[src/rtl/debug_display_scanner_if.sv]
// Probe/display bus of the debug display scanner.
// master: probe/control side, drives the channel words and the selection/mode controls
//         and reads back the display word.
// slave : the scanner itself.
// Signals:
//   Channel_Data      packed probe words, channel k at [k*WIDTH +: WIDTH]
//   Display_Select    manual channel index
//   Auto_Scan         1 = auto-scan, 0 = manual
//   Step              single-cycle advance pulse (auto-scan)
//   Freeze            level, hold the displayed word
//   Display_Blank     level, show the blank pattern
//   HexDisplay32Bits  registered display word
//   Current_Channel   index of the channel being displayed
//   Frozen            output is a held snapshot
interface debug_display_scanner_if #(
  parameter int unsigned CHANNELS = 22,
  parameter int unsigned WIDTH    = 32,
  parameter int unsigned SEL_W    = 5
);
  logic [CHANNELS*WIDTH-1:0] Channel_Data;
  logic [SEL_W-1:0]          Display_Select;
  logic                      Auto_Scan;
  logic                      Step;
  logic                      Freeze;
  logic                      Display_Blank;
  logic [WIDTH-1:0]          HexDisplay32Bits;
  logic [SEL_W-1:0]          Current_Channel;
  logic                      Frozen;

  modport master (
    output Channel_Data, Display_Select, Auto_Scan, Step, Freeze, Display_Blank,
    input  HexDisplay32Bits, Current_Channel, Frozen
  );

  modport slave (
    input  Channel_Data, Display_Select, Auto_Scan, Step, Freeze, Display_Blank,
    output HexDisplay32Bits, Current_Channel, Frozen
  );
endinterface

[src/rtl/debug_display_scanner.sv]
// Debug display selector: picks one of CHANNELS probe words for the HEX bank, either from a
// manual select or by auto-scanning on a dwell timer, with freeze, single-step, blanking and
// an error pattern for out-of-range manual selects. All outputs are registered.
// Ports:
//   Clock   sole clock, rising edge
//   Reset   asynchronous, active-high, clears all state
//   dbg_io  probe/display bus (slave side), see debug_display_scanner_if
module debug_display_scanner #(
  parameter int unsigned CHANNELS  = 22,
  parameter int unsigned WIDTH     = 32,
  parameter int unsigned SEL_W     = 5,
  parameter int unsigned DWELL     = 50000000,
  parameter logic [15:0] BLANK_PAT = 16'h0FF0,
  parameter logic [15:0] ERR_PAT   = 16'hDEDE
) (
  input  logic                    Clock,
  input  logic                    Reset,
  debug_display_scanner_if.slave  dbg_io
);

  localparam int unsigned CntW = $clog2(DWELL + 1);
  localparam logic [CntW-1:0]  CntLast  = CntW'(DWELL - 1);
  localparam logic [SEL_W-1:0] ChanLast = SEL_W'(CHANNELS - 1);
  localparam logic [WIDTH-1:0] BlankWord = WIDTH'(BLANK_PAT);
  localparam logic [WIDTH-1:0] ErrWord   = WIDTH'(ERR_PAT);

  logic [WIDTH-1:0] hex_q, hex_d;
  logic [SEL_W-1:0] chan_q, chan_d;
  logic             frozen_q, frozen_d;
  logic             freeze_q;
  logic [SEL_W-1:0] idx_q, idx_d;
  logic [CntW-1:0]  cnt_q, cnt_d;

  // Normal-path results, computed every cycle regardless of blank/freeze.
  logic [WIDTH-1:0] norm_word;
  logic [SEL_W-1:0] norm_chan;
  logic [SEL_W-1:0] norm_idx;
  logic [CntW-1:0]  norm_cnt;
  logic             sel_in_range;
  logic             freeze_rise;

  // Constant-bound loop keeps the mux safe for selects beyond the last channel.
  function automatic logic [WIDTH-1:0] pick(input logic [CHANNELS*WIDTH-1:0] data,
                                            input logic [SEL_W-1:0]          sel);
    logic [WIDTH-1:0] word;
    word = '0;
    for (int unsigned k = 0; k < CHANNELS; k++) begin
      if (sel == SEL_W'(k)) word = data[k*WIDTH +: WIDTH];
    end
    return word;
  endfunction

  always_comb begin
    sel_in_range = 32'(dbg_io.Display_Select) < CHANNELS;
    norm_word    = '0;
    norm_chan    = '0;
    norm_idx     = idx_q;
    norm_cnt     = '0;
    if (!dbg_io.Auto_Scan) begin
      norm_chan = dbg_io.Display_Select;
      norm_word = sel_in_range ? pick(dbg_io.Channel_Data, dbg_io.Display_Select) : ErrWord;
      // Preload the scan index so a switch to auto-scan starts from this channel.
      norm_idx  = sel_in_range ? dbg_io.Display_Select : '0;
      norm_cnt  = '0;
    end else begin
      norm_chan = idx_q;
      norm_word = pick(dbg_io.Channel_Data, idx_q);
      // Step and dwell expiry share one advance, so coinciding events move one channel.
      if (dbg_io.Step || (cnt_q == CntLast)) begin
        norm_idx = (idx_q == ChanLast) ? '0 : idx_q + 1'b1;
        norm_cnt = '0;
      end else begin
        norm_idx = idx_q;
        norm_cnt = cnt_q + 1'b1;
      end
    end
  end

  always_comb begin
    freeze_rise = dbg_io.Freeze && !freeze_q;
    hex_d       = hex_q;
    chan_d      = chan_q;
    frozen_d    = frozen_q;
    idx_d       = idx_q;
    cnt_d       = cnt_q;
    if (dbg_io.Display_Blank) begin
      // Scanning keeps running underneath the blank pattern.
      hex_d    = BlankWord;
      chan_d   = norm_chan;
      frozen_d = 1'b0;
      idx_d    = norm_idx;
      cnt_d    = norm_cnt;
    end else if (freeze_rise) begin
      // Capture edge behaves like a normal update; holding starts on the next cycle.
      hex_d    = norm_word;
      chan_d   = norm_chan;
      frozen_d = 1'b1;
      idx_d    = norm_idx;
      cnt_d    = norm_cnt;
    end else if (dbg_io.Freeze) begin
      // Hold everything; Step is ignored and the dwell timer pauses.
    end else begin
      hex_d    = norm_word;
      chan_d   = norm_chan;
      frozen_d = 1'b0;
      idx_d    = norm_idx;
      cnt_d    = norm_cnt;
    end
  end

  always_ff @(posedge Clock or posedge Reset) begin
    if (Reset) begin
      hex_q    <= '0;
      chan_q   <= '0;
      frozen_q <= 1'b0;
      freeze_q <= 1'b0;
      idx_q    <= '0;
      cnt_q    <= '0;
    end else begin
      hex_q    <= hex_d;
      chan_q   <= chan_d;
      frozen_q <= frozen_d;
      freeze_q <= dbg_io.Freeze;
      idx_q    <= idx_d;
      cnt_q    <= cnt_d;
    end
  end

  assign dbg_io.HexDisplay32Bits = hex_q;
  assign dbg_io.Current_Channel  = chan_q;
  assign dbg_io.Frozen           = frozen_q;

endmodule

[src/flat_wrapper.sv]
// flat-port wrapper written by rule: the top's interface ports become plain ports
module debug_display_scanner_flat 
#(
  parameter int unsigned CHANNELS  = 22,
  parameter int unsigned WIDTH     = 32,
  parameter int unsigned SEL_W     = 5,
  parameter int unsigned DWELL     = 50000000,
  parameter logic [15:0] BLANK_PAT = 16'h0FF0,
  parameter logic [15:0] ERR_PAT   = 16'hDEDE
)
  (Clock, Reset, dbg_io_Channel_Data, dbg_io_Display_Select, dbg_io_Auto_Scan, dbg_io_Step, dbg_io_Freeze, dbg_io_Display_Blank, dbg_io_HexDisplay32Bits, dbg_io_Current_Channel, dbg_io_Frozen);
  debug_display_scanner_if #(.CHANNELS(CHANNELS), .WIDTH(WIDTH), .SEL_W(SEL_W)) dbg_io_i ();
  input  logic Clock;
  input  logic Reset;
  input wire logic [$bits(dbg_io_i.Channel_Data)-1:0] dbg_io_Channel_Data;
  input wire logic [$bits(dbg_io_i.Display_Select)-1:0] dbg_io_Display_Select;
  input wire logic [$bits(dbg_io_i.Auto_Scan)-1:0] dbg_io_Auto_Scan;
  input wire logic [$bits(dbg_io_i.Step)-1:0] dbg_io_Step;
  input wire logic [$bits(dbg_io_i.Freeze)-1:0] dbg_io_Freeze;
  input wire logic [$bits(dbg_io_i.Display_Blank)-1:0] dbg_io_Display_Blank;
  output wire logic [$bits(dbg_io_i.HexDisplay32Bits)-1:0] dbg_io_HexDisplay32Bits;
  output wire logic [$bits(dbg_io_i.Current_Channel)-1:0] dbg_io_Current_Channel;
  output wire logic [$bits(dbg_io_i.Frozen)-1:0] dbg_io_Frozen;
  assign dbg_io_i.Channel_Data = dbg_io_Channel_Data;
  assign dbg_io_i.Display_Select = dbg_io_Display_Select;
  assign dbg_io_i.Auto_Scan = dbg_io_Auto_Scan;
  assign dbg_io_i.Step = dbg_io_Step;
  assign dbg_io_i.Freeze = dbg_io_Freeze;
  assign dbg_io_i.Display_Blank = dbg_io_Display_Blank;
  assign dbg_io_HexDisplay32Bits = dbg_io_i.HexDisplay32Bits;
  assign dbg_io_Current_Channel = dbg_io_i.Current_Channel;
  assign dbg_io_Frozen = dbg_io_i.Frozen;
  debug_display_scanner #(.CHANNELS(CHANNELS), .WIDTH(WIDTH), .SEL_W(SEL_W), .DWELL(DWELL), .BLANK_PAT(BLANK_PAT), .ERR_PAT(ERR_PAT)) u_core (.Clock(Clock), .Reset(Reset), .dbg_io(dbg_io_i));
endmodule
[config.mk]
export PLATFORM = sky130hd
export DESIGN_NAME = debug_display_scanner_flat
export DESIGN_NICKNAME = d
export VERILOG_FILES = /design/src/rtl/debug_display_scanner_if.sv /design/src/rtl/debug_display_scanner.sv /design/src/flat_wrapper.sv
export SDC_FILE = /design/constraint.sdc
export NUM_CORES = 1
export LEC_CHECK = 0
export ABC_CLOCK_PERIOD_IN_PS = 3800
export CAP_MARGIN = 10
export CORE_AREA = 2 2 291 293
export CTS_CLUSTER_DIAMETER = 30
export CTS_CLUSTER_SIZE = 24
export DETAILED_ROUTE_END_ITERATION = 16
export DIE_AREA = 0 0 293 295
export PLACE_DENSITY_LB_ADDON = 0.15
export SLEW_MARGIN = 5
export SYNTH_ARGS = -nofsm -noshare
export SYNTH_HDL_FRONTEND = slang
export SYNTH_SLANG_ARGS = --single-unit
[constraint.sdc]
create_clock -name Clock -period 3.8 [get_ports Clock]
set_input_delay 0.76 -clock Clock [delete_from_list [all_inputs] [get_ports Clock]]
set_output_delay 0.76 -clock Clock [all_outputs]
set_load 0.02 [all_outputs]
==> metrics.md <==
| Metric | Value |
|---|---|
| WP depth | `9` |
| Pin count of the biggest net entering global routing | `71` |
| Area of the mapped netlist | `17,300 um2` |
| Area taken by flip-flops and latches | `between 1500 and 2000 um2` |
| Crit path max fanout | `29` |
| Crit share post-route | `102%` |
| Top FF cell, synth | `dfrtp_1` |
| GR Layer Usage met3 | `12.1%` |
| Tightest Hold Check Type | `register to register` |
| Top delay family on crit path | `compound AO/OA/AOI/OAI gates` |
| Hold Fails Final Rpt | `0` |
| Max cap viols | `0` |
| DR DRC count | `0` |
| Post-Route WL | `204,000 um` |
| CTS tree | `built` |
| WP data required | `4.09 ns` |
| Overflow after GRT | `0` |
| Clock slew at reported path FFs | `0.07 ns` |
| 1st-iter DRT viols | `5,233` |
| R2R depth | `10` |
| Clock Sinks | `70` |
| Leakage | `between 0.01 and 0.015 uW` |
| Drt first pass iters | `8` |
| Clock H-tree levels | `3` |
| Die width | `293 um` |
| Setup TNS | `-0.148 ns` |
| CTS Root Cell | `clkbuf_16` |
| End point of the critical path | `u_core.dbg_io.HexDisplay32Bits[6]$_DFFE_PP0P_` |
| Top Usage Layer GRT | `met2` |
| Met1 Track Usage GR | `between 50% and 60%` |
| Setup-failing EPs final | `2` |
| Vias in the first global route | `28,600` |
| CTS Buffer Depth | `2` |
| WP buf/inv | `3` |
| Most used cell, CP | `buf_4` |
| Multi-input gate area | `~14,000 um2` |
| Initial antenna violation count | `34` |
| Via count | `30,200` |
| Unique masters post-synth | `93` |
| Worst path cell trace | `buf_2 -> buf_4 -> buf_4 -> nor3b_1 -> o21a_1 -> a21oi_1 -> o21ai_0 -> nand2_1 -> a31oi_1` |
| Crit-path slowest cell | `nor3b_1` |
| Die Ht | `slightly below 300 um` |
| Worst EP arrival | `approximately 4.2 ns` |
| Outcome | `finished with violations` |
| Die Area | `86,400 um2` |
| Final min period | `~3.9 ns` |
| Slew @ Worst Pin | `roughly 1.3 ns` |
| Synthesis-to-layout area growth | `61.4%` |
| GPL Wtd Cong | `1.07` |
| Num ports | `753` |
| Crit end category | `register` |
| Pwr/cell area | `290 nW/um2` |
| Setup CP Type | `primary input to register` |
| Fin Clk Skew | `~0.018 ns` |
| Total nets after synthesis | `3,334` |
| Port bufs | `752` |
| TritonCTS buffer count | `9` |
| Hpwl dp | `about 170,000 um` |
| R2r setup slk | `-0.06 ns` |
| Number of synthesized flops with an enable pin | `0` |
| RR Endpoint | `u_core.dbg_io.HexDisplay32Bits[28]$_DFFE_PP0P_` |
| Worst r2r src | `u_core.idx_q[0]$_DFFE_PP0P_` |
| # hold bufs at CTS | `0` |
| # rows | `106` |
| Max stage delay on crit path | `just over 0.8 ns` |
| Max-slew violations | `0` |
| Min-delay src | `u_core.dbg_io.HexDisplay32Bits[12]$_DFFE_PP0P_` |
| WL per Instance | `between 40 and 50 um` |
| CP startpoint | `dbg_io_Display_Select[2]` |
| CP Launch Type | `primary input` |
| Core Area | `83,200 um2` |
| Final Power | `8100 uW` |
| Violated checks | `setup timing` |
| # fillers | `9,146` |
| FFs w/ async S/R, synth | `100%` |
| Fmax | `257 MHz` |
| First-pass GRT wire length | `265,000 um` |
| VDD IR-drop max | `0.206 mV` |
| GR Layer Usage met2 | `around 69%` |
| Slew margin rel. | `13.6%` |
| Total GRT Usage | `44.8%` |
| Starting density of the core | `20.8%` |
| Sequential area share after synthesis | `between 10% and 20%` |
| Final ANT Viol Nets | `0` |
| Nets | `~4,100` |
| Ys Warns | `0` |
| Seq cells post-synth | `70` |
| RSZ-0062 raised after global routing | `no` |
| Worst-skew pair later-pin latency | `0.39 ns` |
| Vias/cell | `6.72` |
| Layout cells sized above 1 | `12.2%` |
| Mean post-synth cell area | `6.62 um2` |
| Post-synthesis cell count | `2,613` |
| Setup ws final | `-0.0838 ns` |
## through the flow
stage / worst slack [ns] / area [um2] / hold WS (ns) / std cells / util [%]
floorplan: 0.576 / 17300 / 0.464 / 2613 / -
global placement: -0.0875 / 27600 / 0.459 / 4460 / 33.1
detailed placement: -0.0842 / 27600 / 0.470 / 4460 / 33.1
CTS: 0.110 / 27900 / 0.486 / 4476 / 33.5
global route: 0.0828 / 27900 / 0.506 / 4485 / 33.6
finish: -0.0838 / 27900 / 0.489 / 4491 / 33.6
## where the power goes
group / leakage, uW / switching, uW / internal (uW)
clock network: 0.000159 / 515 / 589
logic: 0.00915 / 3770 / 2240
registers: 0.000907 / 143 / 836
total: 0.0102 / 4430 / 3670
## synthesized netlist by cell type (11+ instances only)
master       n  area [um2]
a21oi_1    260        1300
o21ai_0    238        1190
nand2_1    236         886
nor2_1     234         878
clkbuf_1   157         589
a221oi_1   104         911
buf_2       97         485
o22ai_1     94         588
nand3_1     75         375
dfrtp_1     70        1750
a22oi_1     66         495
mux2i_1     64         641
o221ai_1    62         543
nor3_1      53         265
o21ai_1     52         260
a211oi_1    47         353
o211ai_1    39         293
inv_1       37         139
a31oi_1     36         225
nor2b_1     32         200
a221o_1     27         270
and3_1      27         169
nand2b_1    27         169
a21o_1      23         173
mux2_2      21         236
nand4_1     19         119
buf_1       18        67.6
a22o_1      17         149
or3_1       17         106
a32oi_1     16         140
mux4_2      16         360
o32ai_1     16         140
a2111oi_0   14         123
o2111ai_1   14         123
o31ai_1     14         105
buf_4       13        97.6
nand4bb_1   12         135
nor4_1      12        75.1
a2bb2oi_1   11        96.3
o21a_1      11        82.6
## tightest hold or removal path, cell delays in order, from the launching register on
cell and delay [ns]:
dfrtp_1 0.35, nand2_1 0.05, o31ai_1 0.05
## sequential cells by signal, indices dropped and copies added (netlist names)
signal	count
u_core.dbg_io.Current_Channel	5
u_core.cnt_q	26
u_core.freeze_q	1
u_core.dbg_io.HexDisplay32Bits	32
u_core.idx_q	5
u_core.dbg_io.Frozen	1
## metal layers
metal	wire, um	part of all wire [%]
met1	78600	39
met2	88000	43
met5	189	0.093
met3	24100	12
met4	12900	6.3
## cells in the final DEF, fill, tap and decap left out, types with 17 or more instances in the layout
master and n:
clkdlybuf4s50_1 746, buf_4 287, a21oi_1 260, o21ai_0 238, nand2_1 236, nor2_1 230
a221oi_1 104, o22ai_1 94, nand3_1 75, dfrtp_1 67, a22oi_1 66, mux2i_1 64
o221ai_1 62, o21ai_1 52, nor3_1 52, a211oi_1 47, o211ai_1 39, inv_1 36
a31oi_1 36, nor2b_1 30, a221o_1 27, and3_1 27, nand2b_1 26, a21o_1 23
mux2_2 21, nand4_1 19, or3_1 17, a22o_1 17
## cell type report
cell class              count  share of cell area, %
diodes                     15                  0.134
clock buffers               9                  0.806
clock inverters             7                  0.376
inverters                  39                  0.524
multi-input cells        2217                   51.3
flip-flops and latches     70                   6.29
well taps                1080                   4.84
repair buffers           1054                   35.7
## logic make-up after synthesis
| logic type | share of synthesized area (%) |
|---|---|
| buffers and inverters | 8.14 |
| DFF | 10.1 |
| and+or+nand+nor | 24.6 |
| muxes | 7.15 |
| adders and majority gates | 0.434 |
| AOI/OAI and AO/OA | 48.8 |
| xor gates and xnor gates | 0.709 |
## what timing repair did
action / 4_1_cts / 5_1_grt
setup endpoints to repair: 0 / 2
buffers inserted: 0 / 0
gates resized for setup: 0 / 1
## worst min-delay path by stage
stage | end | slack, ns | cells past startpoint
2_1_floorplan | u_core.cnt_q[8]$_DFFE_PP0P_ | 0.46 | 1
3_3_place_gp | u_core.dbg_io.HexDisplay32Bits[12]$_DFFE_PP0P_ | 0.46 | 2
3_5_place_dp | u_core.dbg_io.Current_Channel[1]$_DFFE_PP0P_ | 0.47 | 2
4_1_cts | u_core.dbg_io.Current_Channel[1]$_DFFE_PP0P_ | 0.49 | 2
5_1_grt | u_core.dbg_io.Current_Channel[1]$_DFFE_PP0P_ | 0.51 | 2
6_report | u_core.dbg_io.HexDisplay32Bits[12]$_DFFE_PP0P_ | 0.49 | 2
Power figures use the tool's default switching activity.
